## src/rtl/grf_write_port.sv

```systemverilog
`default_nettype none
// ============================================================================
//  Module   : grf_write_port
//  Purpose  : Write-side arbiter for the general register file. The pipeline
//             W-stage write always has priority. Results from the long-latency
//             auxiliary unit (multiply/divide) wait in a small FIFO and drain
//             into the single GRF write port whenever the pipeline leaves it
//             idle. A busy mask of registers with pending live results lets
//             the hazard unit stall their readers. A starvation counter asks
//             the pipeline to yield once the FIFO head has been blocked for
//             too long.
//
//  Ports    : clk, reset           clock, synchronous active-high reset
//             p_we_i/p_addr_i/p_data_i/p_pc_i
//                                  pipeline W-stage write request
//             x_valid_i/x_addr_i/x_data_i/x_pc_i, x_ready_o
//                                  auxiliary result push handshake
//             reg_write_o/waddr_o/wdata_o/wpc_o
//                                  registered GRF write port (1-cycle latency)
//             busy_mask_o          registers targeted by live FIFO entries
//             stall_req_o          pipeline must hold p_we low next cycle
//             fifo_count_o         current FIFO occupancy
//
//  Revision : 1.0 - initial release
// ============================================================================
module grf_write_port #(
    parameter int DEPTH        = 2,   // FIFO entries, power of two, 2..8
    parameter int STARVE_LIMIT = 4    // blocked cycles before stall_req, 1..15
) (
    input  logic        clk,
    input  logic        reset,

    input  logic        p_we_i,
    input  logic [4:0]  p_addr_i,
    input  logic [31:0] p_data_i,
    input  logic [31:0] p_pc_i,

    input  logic        x_valid_i,
    output logic        x_ready_o,
    input  logic [4:0]  x_addr_i,
    input  logic [31:0] x_data_i,
    input  logic [31:0] x_pc_i,

    output logic        reg_write_o,
    output logic [4:0]  waddr_o,
    output logic [31:0] wdata_o,
    output logic [31:0] wpc_o,

    output logic [31:0] busy_mask_o,
    output logic        stall_req_o,
    output logic [3:0]  fifo_count_o
);

    // ------------------------------------------------------------------------
    // Derived sizes. The count needs DEPTH+1 distinct values so that a full
    // FIFO is distinguishable from an empty one with equal pointers.
    // ------------------------------------------------------------------------
    localparam int              PTR_W    = $clog2(DEPTH);
    localparam int              CNT_W    = $clog2(DEPTH + 1);
    localparam logic [CNT_W-1:0] DEPTH_C  = CNT_W'(DEPTH);
    localparam logic [3:0]       STARVE_C = 4'(STARVE_LIMIT);

    // ------------------------------------------------------------------------
    // State
    // ------------------------------------------------------------------------
    logic [4:0]       addr_q [DEPTH];
    logic [31:0]      data_q [DEPTH];
    logic [31:0]      pc_q   [DEPTH];
    logic [DEPTH-1:0] live_q;
    logic [PTR_W-1:0] rd_ptr_q;
    logic [PTR_W-1:0] wr_ptr_q;
    logic [CNT_W-1:0] count_q;
    logic [3:0]       starve_q;

    logic             reg_write_q;
    logic [4:0]       waddr_q;
    logic [31:0]      wdata_q;
    logic [31:0]      wpc_q;

    // Next-state
    logic [4:0]       addr_d [DEPTH];
    logic [31:0]      data_d [DEPTH];
    logic [31:0]      pc_d   [DEPTH];
    logic [DEPTH-1:0] live_d;
    logic [PTR_W-1:0] rd_ptr_d;
    logic [PTR_W-1:0] wr_ptr_d;
    logic [CNT_W-1:0] count_d;
    logic [3:0]       starve_d;

    logic             reg_write_d;
    logic [4:0]       waddr_d;
    logic [31:0]      wdata_d;
    logic [31:0]      wpc_d;

    // ------------------------------------------------------------------------
    // Handshake and arbitration decisions
    // ------------------------------------------------------------------------
    logic w_empty;
    logic w_push;
    logic w_p_issue;
    logic w_pop;
    logic w_head_live;

    // A full FIFO refuses pushes even if a pop happens in the same cycle; this
    // keeps x_ready independent of the pipeline request.
    assign x_ready_o   = (count_q < DEPTH_C) && !reset;
    assign w_empty     = (count_q == '0);
    assign w_push      = x_valid_i && x_ready_o;

    // Writes to $0 are discarded outright so they never steal a drain slot.
    assign w_p_issue   = p_we_i && (p_addr_i != 5'd0);
    assign w_pop       = !w_p_issue && !w_empty;
    assign w_head_live = live_q[rd_ptr_q];

    // ------------------------------------------------------------------------
    // Next-state logic
    // ------------------------------------------------------------------------
    always_comb begin
        addr_d      = addr_q;
        data_d      = data_q;
        pc_d        = pc_q;
        live_d      = live_q;
        rd_ptr_d    = rd_ptr_q;
        wr_ptr_d    = wr_ptr_q;
        count_d     = count_q;
        starve_d    = starve_q;
        reg_write_d = 1'b0;
        waddr_d     = waddr_q;
        wdata_d     = wdata_q;
        wpc_d       = wpc_q;

        // Write port selection: pipeline first, then a live FIFO head.
        if (w_p_issue) begin
            reg_write_d = 1'b1;
            waddr_d     = p_addr_i;
            wdata_d     = p_data_i;
            wpc_d       = p_pc_i;
        end else if (w_pop && w_head_live) begin
            reg_write_d = 1'b1;
            waddr_d     = addr_q[rd_ptr_q];
            wdata_d     = data_q[rd_ptr_q];
            wpc_d       = pc_q[rd_ptr_q];
        end

        // A pipeline write to A is younger than every stored result for A,
        // so those results must never reach the GRF. Stored entries only;
        // the same-cycle push below is applied afterwards and stays live.
        if (w_p_issue) begin
            for (int i = 0; i < DEPTH; i++) begin
                if (live_q[i] && (addr_q[i] == p_addr_i)) begin
                    live_d[i] = 1'b0;
                end
            end
        end

        // Popped slots are marked dead so busy_mask can scan every slot
        // without needing to know which ones are occupied.
        if (w_pop) begin
            live_d[rd_ptr_q] = 1'b0;
            rd_ptr_d         = rd_ptr_q + PTR_W'(1);
        end

        // The push slot never coincides with the pop slot: a push needs
        // count < DEPTH, and a pop needs count > 0.
        if (w_push) begin
            addr_d[wr_ptr_q] = x_addr_i;
            data_d[wr_ptr_q] = x_data_i;
            pc_d[wr_ptr_q]   = x_pc_i;
            live_d[wr_ptr_q] = (x_addr_i != 5'd0);
            wr_ptr_d         = wr_ptr_q + PTR_W'(1);
        end

        count_d = count_q + CNT_W'(w_push) - CNT_W'(w_pop);

        // Count consecutive cycles in which the head was held off.
        if (w_empty || w_pop) begin
            starve_d = 4'd0;
        end else if (starve_q < STARVE_C) begin
            starve_d = starve_q + 4'd1;
        end
    end

    // ------------------------------------------------------------------------
    // State registers
    // ------------------------------------------------------------------------
    always_ff @(posedge clk) begin
        if (reset) begin
            for (int i = 0; i < DEPTH; i++) begin
                addr_q[i] <= 5'd0;
                data_q[i] <= 32'd0;
                pc_q[i]   <= 32'd0;
            end
            live_q      <= '0;
            rd_ptr_q    <= '0;
            wr_ptr_q    <= '0;
            count_q     <= '0;
            starve_q    <= 4'd0;
            reg_write_q <= 1'b0;
            waddr_q     <= 5'd0;
            wdata_q     <= 32'd0;
            wpc_q       <= 32'd0;
        end else begin
            addr_q      <= addr_d;
            data_q      <= data_d;
            pc_q        <= pc_d;
            live_q      <= live_d;
            rd_ptr_q    <= rd_ptr_d;
            wr_ptr_q    <= wr_ptr_d;
            count_q     <= count_d;
            starve_q    <= starve_d;
            reg_write_q <= reg_write_d;
            waddr_q     <= waddr_d;
            wdata_q     <= wdata_d;
            wpc_q       <= wpc_d;
        end
    end

    // ------------------------------------------------------------------------
    // Busy mask: one-hot decode of every live slot, ORed together. $0 is
    // never a hazard, and dead entries are already filtered by live_q.
    // ------------------------------------------------------------------------
    logic [31:0] w_slot_dec [DEPTH];

    for (genvar g = 0; g < DEPTH; g++) begin : g_slot_dec
        assign w_slot_dec[g] = live_q[g] ? (32'd1 << addr_q[g]) : 32'd0;
    end

    always_comb begin
        busy_mask_o = 32'd0;
        for (int i = 0; i < DEPTH; i++) begin
            busy_mask_o = busy_mask_o | w_slot_dec[i];
        end
        busy_mask_o[0] = 1'b0;
    end

    // ------------------------------------------------------------------------
    // Outputs
    // ------------------------------------------------------------------------
    assign reg_write_o  = reg_write_q;
    assign waddr_o      = waddr_q;
    assign wdata_o      = wdata_q;
    assign wpc_o        = wpc_q;
    assign stall_req_o  = (starve_q == STARVE_C);
    assign fifo_count_o = 4'(count_q);

endmodule
`default_nettype wire

```

## config.mk

```make
export PLATFORM = sky130hd
export DESIGN_NAME = grf_write_port
export DESIGN_NICKNAME = d
export VERILOG_FILES = /design/src/rtl/grf_write_port.sv
export SDC_FILE = /design/constraint.sdc
export NUM_CORES = 1
export LEC_CHECK = 0
export CAP_MARGIN = 40
export CELL_PAD_IN_SITES_DETAIL_PLACEMENT = 2
export CELL_PAD_IN_SITES_GLOBAL_PLACEMENT = 2
export CORE_ASPECT_RATIO = 0.9
export CORE_UTILIZATION = 26
export CTS_CLUSTER_DIAMETER = 100
export CTS_CLUSTER_SIZE = 8
export DETAILED_ROUTE_END_ITERATION = 12
export GPL_TIMING_DRIVEN = 0
export MAX_ROUTING_LAYER = met4
export PLACE_DENSITY = 0.76
export SLEW_MARGIN = 10
export SYNTH_ARGS = -nofsm -noshare
export SYNTH_HDL_FRONTEND = slang
export SYNTH_SLANG_ARGS = --single-unit
```

## constraint.sdc

```tcl
create_clock -name clk -period 2 [get_ports clk]
set_clock_uncertainty 0.15 [all_clocks]
set_input_delay 0.4 -clock clk [delete_from_list [all_inputs] [get_ports clk]]
set_output_delay 0.4 -clock clk [all_outputs]
set_load 0.03 [all_outputs]
```

==> impl_metrics.ini <==
[hold_path]
timing.hold.worst.start = p_addr_i[2]
min_path_type = primary input to flop
min_delay_worst_endpoint = waddr_o[2]
min_delay_path_depth = 3

[synthesis]
number_of_synthesized_flops_with_an_enable_pin = 0
synth.lib_cells_used.distinct = 36
syn-cell-area_um2 = 9649
synth_top_cells_by_area = dfxtp_1 45%, nand2_1 11%, mux2_2 8.1%
yosys.area.top_type_share = 0.4523
synth_cells = 1138
synthFlopType = dfxtp_1
yosysWarningCount = 0
netlist.top_cell.by_area = dfxtp_1
postSynthRegisterBits = 218
synthArstFlopShare = 0
syn_area_per_cell_um2 = 8.479
seq_area_frac_synth = 0.4523

[clock_network]
cts_sinks = 218
cts_buffer_count = 31
clock_tree.root_cell = clkbuf_16
worstSkewPairLatency_ps = 550
cts_tree = yes
cts.reportedPaths.clkPinSlew_ps = 50
cts_max_level = 1
cts_hold_repair.buffers = 0
clock_path_buffers = 3

[power_and_ir_drop]
cellLeakagePower_nw = 5.380
totalPowerFinal_mw = 12.44
power.density_cell_area_nw_per_um2 = 865.9
vdd.ir_drop.worst_mv = 0.6147

[setup_path]
timing.rr.start = rd_ptr_q
ff2ff_setup_slack_ps = 80
regToRegEndpoint = wpc_o[23]
timing.critical_path.fanout_max = 8
worst-r2r-cell-count = 8
critical_path.endpoint_type = output port
critical_path_arrival_ps = 1830
crit_required_ps = 1450
setup.worst_path.start_class = flop
crit_type = flop to output port

[routing]
route.final.wire_length_um = 40590
drcViolationCount = 0
routed_via_density = 4.898
drtAntennaViolNets = 0
drt_iter0_markers = 343
wl_per_cell_um = 21.11
routed-via-count = 9418
drtPass1Iterations = 4

[status]
violations = setup timing
run_status = finished with violations

[global_routing]
number_of_antenna_violations_at_the_first_check_in_global_routing = 1
global_route_wire_length_before_repair_um = 61470
largest_net_degree_at_the_start_of_global_routing = 20
congestion_overflow_gr = 0
first_global_vias = 10530
globalRouteTotalUtil = 0.2166

[sta]
finalWorstSetupSlack_ps = -375.7
timing.final.max_slew_violations = 0
fmax_mhz = 420.9
fin_setup_tns_ps = -8264
setup_viol = 31
rsz0062_at_grt = yes
hold_viol_final = 0
worst_slew_margin_rel = 0.6059
finalWorstPathRequiredPeriod_ps = 2376
max_slew.worst_pin.slew_ps = 591.2
final_period_util = 1.188

[die]
die_height_um = 184.8
core_area_um2 = 36330
start_util = 0.2656
rows = 66
chipWidth_um = 205.1
dieArea_um2 = 37890
design.portCount = 250

[cells_and_area]
area_growth_syn_to_layout_pct = 48.94
layout-drive-gt1-share = 0.2296
fin_nets = 1592
fillCellCount = 4038

[flow_run]
max-cap-violations = 0

[place]
port_buffers = 244
dp.final_hpwl_um = 28760
finalWeightedCongestion = 0.8268
## worst max-delay path by stage
| stage | endpoint | slack (ps) | cells past startpoint | startpoint |
|---|---|---|---|---|
| after floorplan | busy_mask_o[2] | -120 | 4 | addr_q[4] |
| after global placement | data_q[29] | -1430 | 5 | reset |
| after detailed placement | wdata_o[9] | -1260 | 7 | p_addr_i[1] |
| after CTS | busy_mask_o[8] | -320 | 4 | addr_q[2] |
| after global routing | busy_mask_o[16] | -420 | 4 | addr_q[0] |
| final | busy_mask_o[16] | -380 | 4 | addr_q[0] |
## Yosys cell counts, drive strengths merged (3+ instances only)
library cell and instances:
o22ai 98, nor2 15, o21ai 6, dfxtp 218
a21oi 141, nand3 9, buf 16, nand2b 67
nor2b 4, ha 4, inv 6, xnor2 8
nand3b 9, clkbuf 86, nor4 6, mux2i 71
mux2 69, or3b 3, nand2 285, xor2 5
## worst max-delay path: stages, from the launching register on
cell and delay (ps):
dfxtp_2 330, buf_8 130, or3_4 420, o22ai_2 230, buf_6 170
## sequential cells by signal, indices dropped and copies added, names as in the netlist, 2 cells and up
name      cells
live_q        2
wpc_o        32
starve_q      4
addr_q       10
data_q       64
waddr_o       5
wdata_o      32
count_q       2
pc_q         64
## power breakdown
part / internal (mW) / switching, mW / leakage, nW
logic: 1.30 / 1.69 / 3.20
clock network: 2.70 / 1.92 / 0.391
registers: 4.64 / 0.207 / 1.79
total: 8.64 / 3.81 / 5.38
## cells by family (layout without fill, tap and decap cells)
| family | after synthesis | count (layout) | synth area share |
|---|---|---|---|
| xor+xnor | 13 | 13 | 0.01180 |
| fa+ha+maj | 4 | 4 | 0.005187 |
| other cells | 1 | 4 | 0.0003886 |
| buf+inv | 108 | 414 | 0.04525 |
| compound gates | 248 | 248 | 0.1438 |
| flops | 218 | 218 | 0.4523 |
| mux | 140 | 140 | 0.1542 |
| simple gates | 406 | 406 | 0.1871 |
## what timing repair did
item                       4_1_cts  5_1_grt
setup endpoints to repair      323      131
buffers inserted                27       15
resized for setup              430       73
pin swaps                       32       14
gates cloned                     0        0
## stage by stage
stage	utilization	setup WS (ps)	cells	area, um^2	hold WS (ps)
after floorplan	-	-120.6	1140	9706	282.9
after global placement	0.3507	-1432	1860	12740	287.8
after detailed placement	0.3514	-1264	1862	12770	299.2
after CTS	0.3870	-318.2	1908	14060	132.6
after global routing	0.3955	-416.8	1923	14370	48.80
final	0.3955	-375.7	1923	14370	44.09
## layout make-up
cell class                 count  area, um^2  share of cell area
timing repair buffer         288        2748              0.1912
clock buffer                  31       775.7             0.05398
antenna                        1       2.502           0.0001741
inverter                       6       25.02            0.001741
multi-input combinational    814        5276              0.3671
tap                          476       595.6             0.04144
sequential                   218        4403              0.3064
clock inverter                 2       17.52            0.001219
buffer                        87       528.0             0.03674
## metal layers
metal | GRT usage | wire [um]
met4 | 0.05156 | 822
met1 | 0.2687 | 17870
met5 | - | 0
met3 | 0.03006 | 1706
met2 | 0.3697 | 20190
## cells in the final DEF, fill, tap and decap left out, types with 7 or more instances in the layout
| cell type | synthesis | layout |
|---|---|---|
| mux2i_1 | 71 | 70 |
| clkdlybuf4s50_1 | 0 | 135 |
| clkbuf_2 | 0 | 41 |
| xnor2_1 | 8 | 8 |
| buf_6 | 1 | 37 |
| a21oi_1 | 141 | 141 |
| o22ai_2 | 0 | 18 |
| nand2_1 | 285 | 279 |
| dfxtp_1 | 218 | 203 |
| clkbuf_1 | 86 | 18 |
| nor2_1 | 14 | 8 |
| nand2b_1 | 67 | 65 |
| dfxtp_2 | 0 | 7 |
| o22ai_1 | 98 | 71 |
| buf_4 | 3 | 44 |
| dlygate4sd2_1 | 0 | 72 |
| clkbuf_16 | 0 | 31 |
| clkbuf_4 | 0 | 13 |
| nand3b_1 | 9 | 9 |
| mux2_2 | 69 | 69 |
| dfxtp_4 | 0 | 8 |
| o22ai_4 | 0 | 9 |
(Power assumes the default switching activity.)
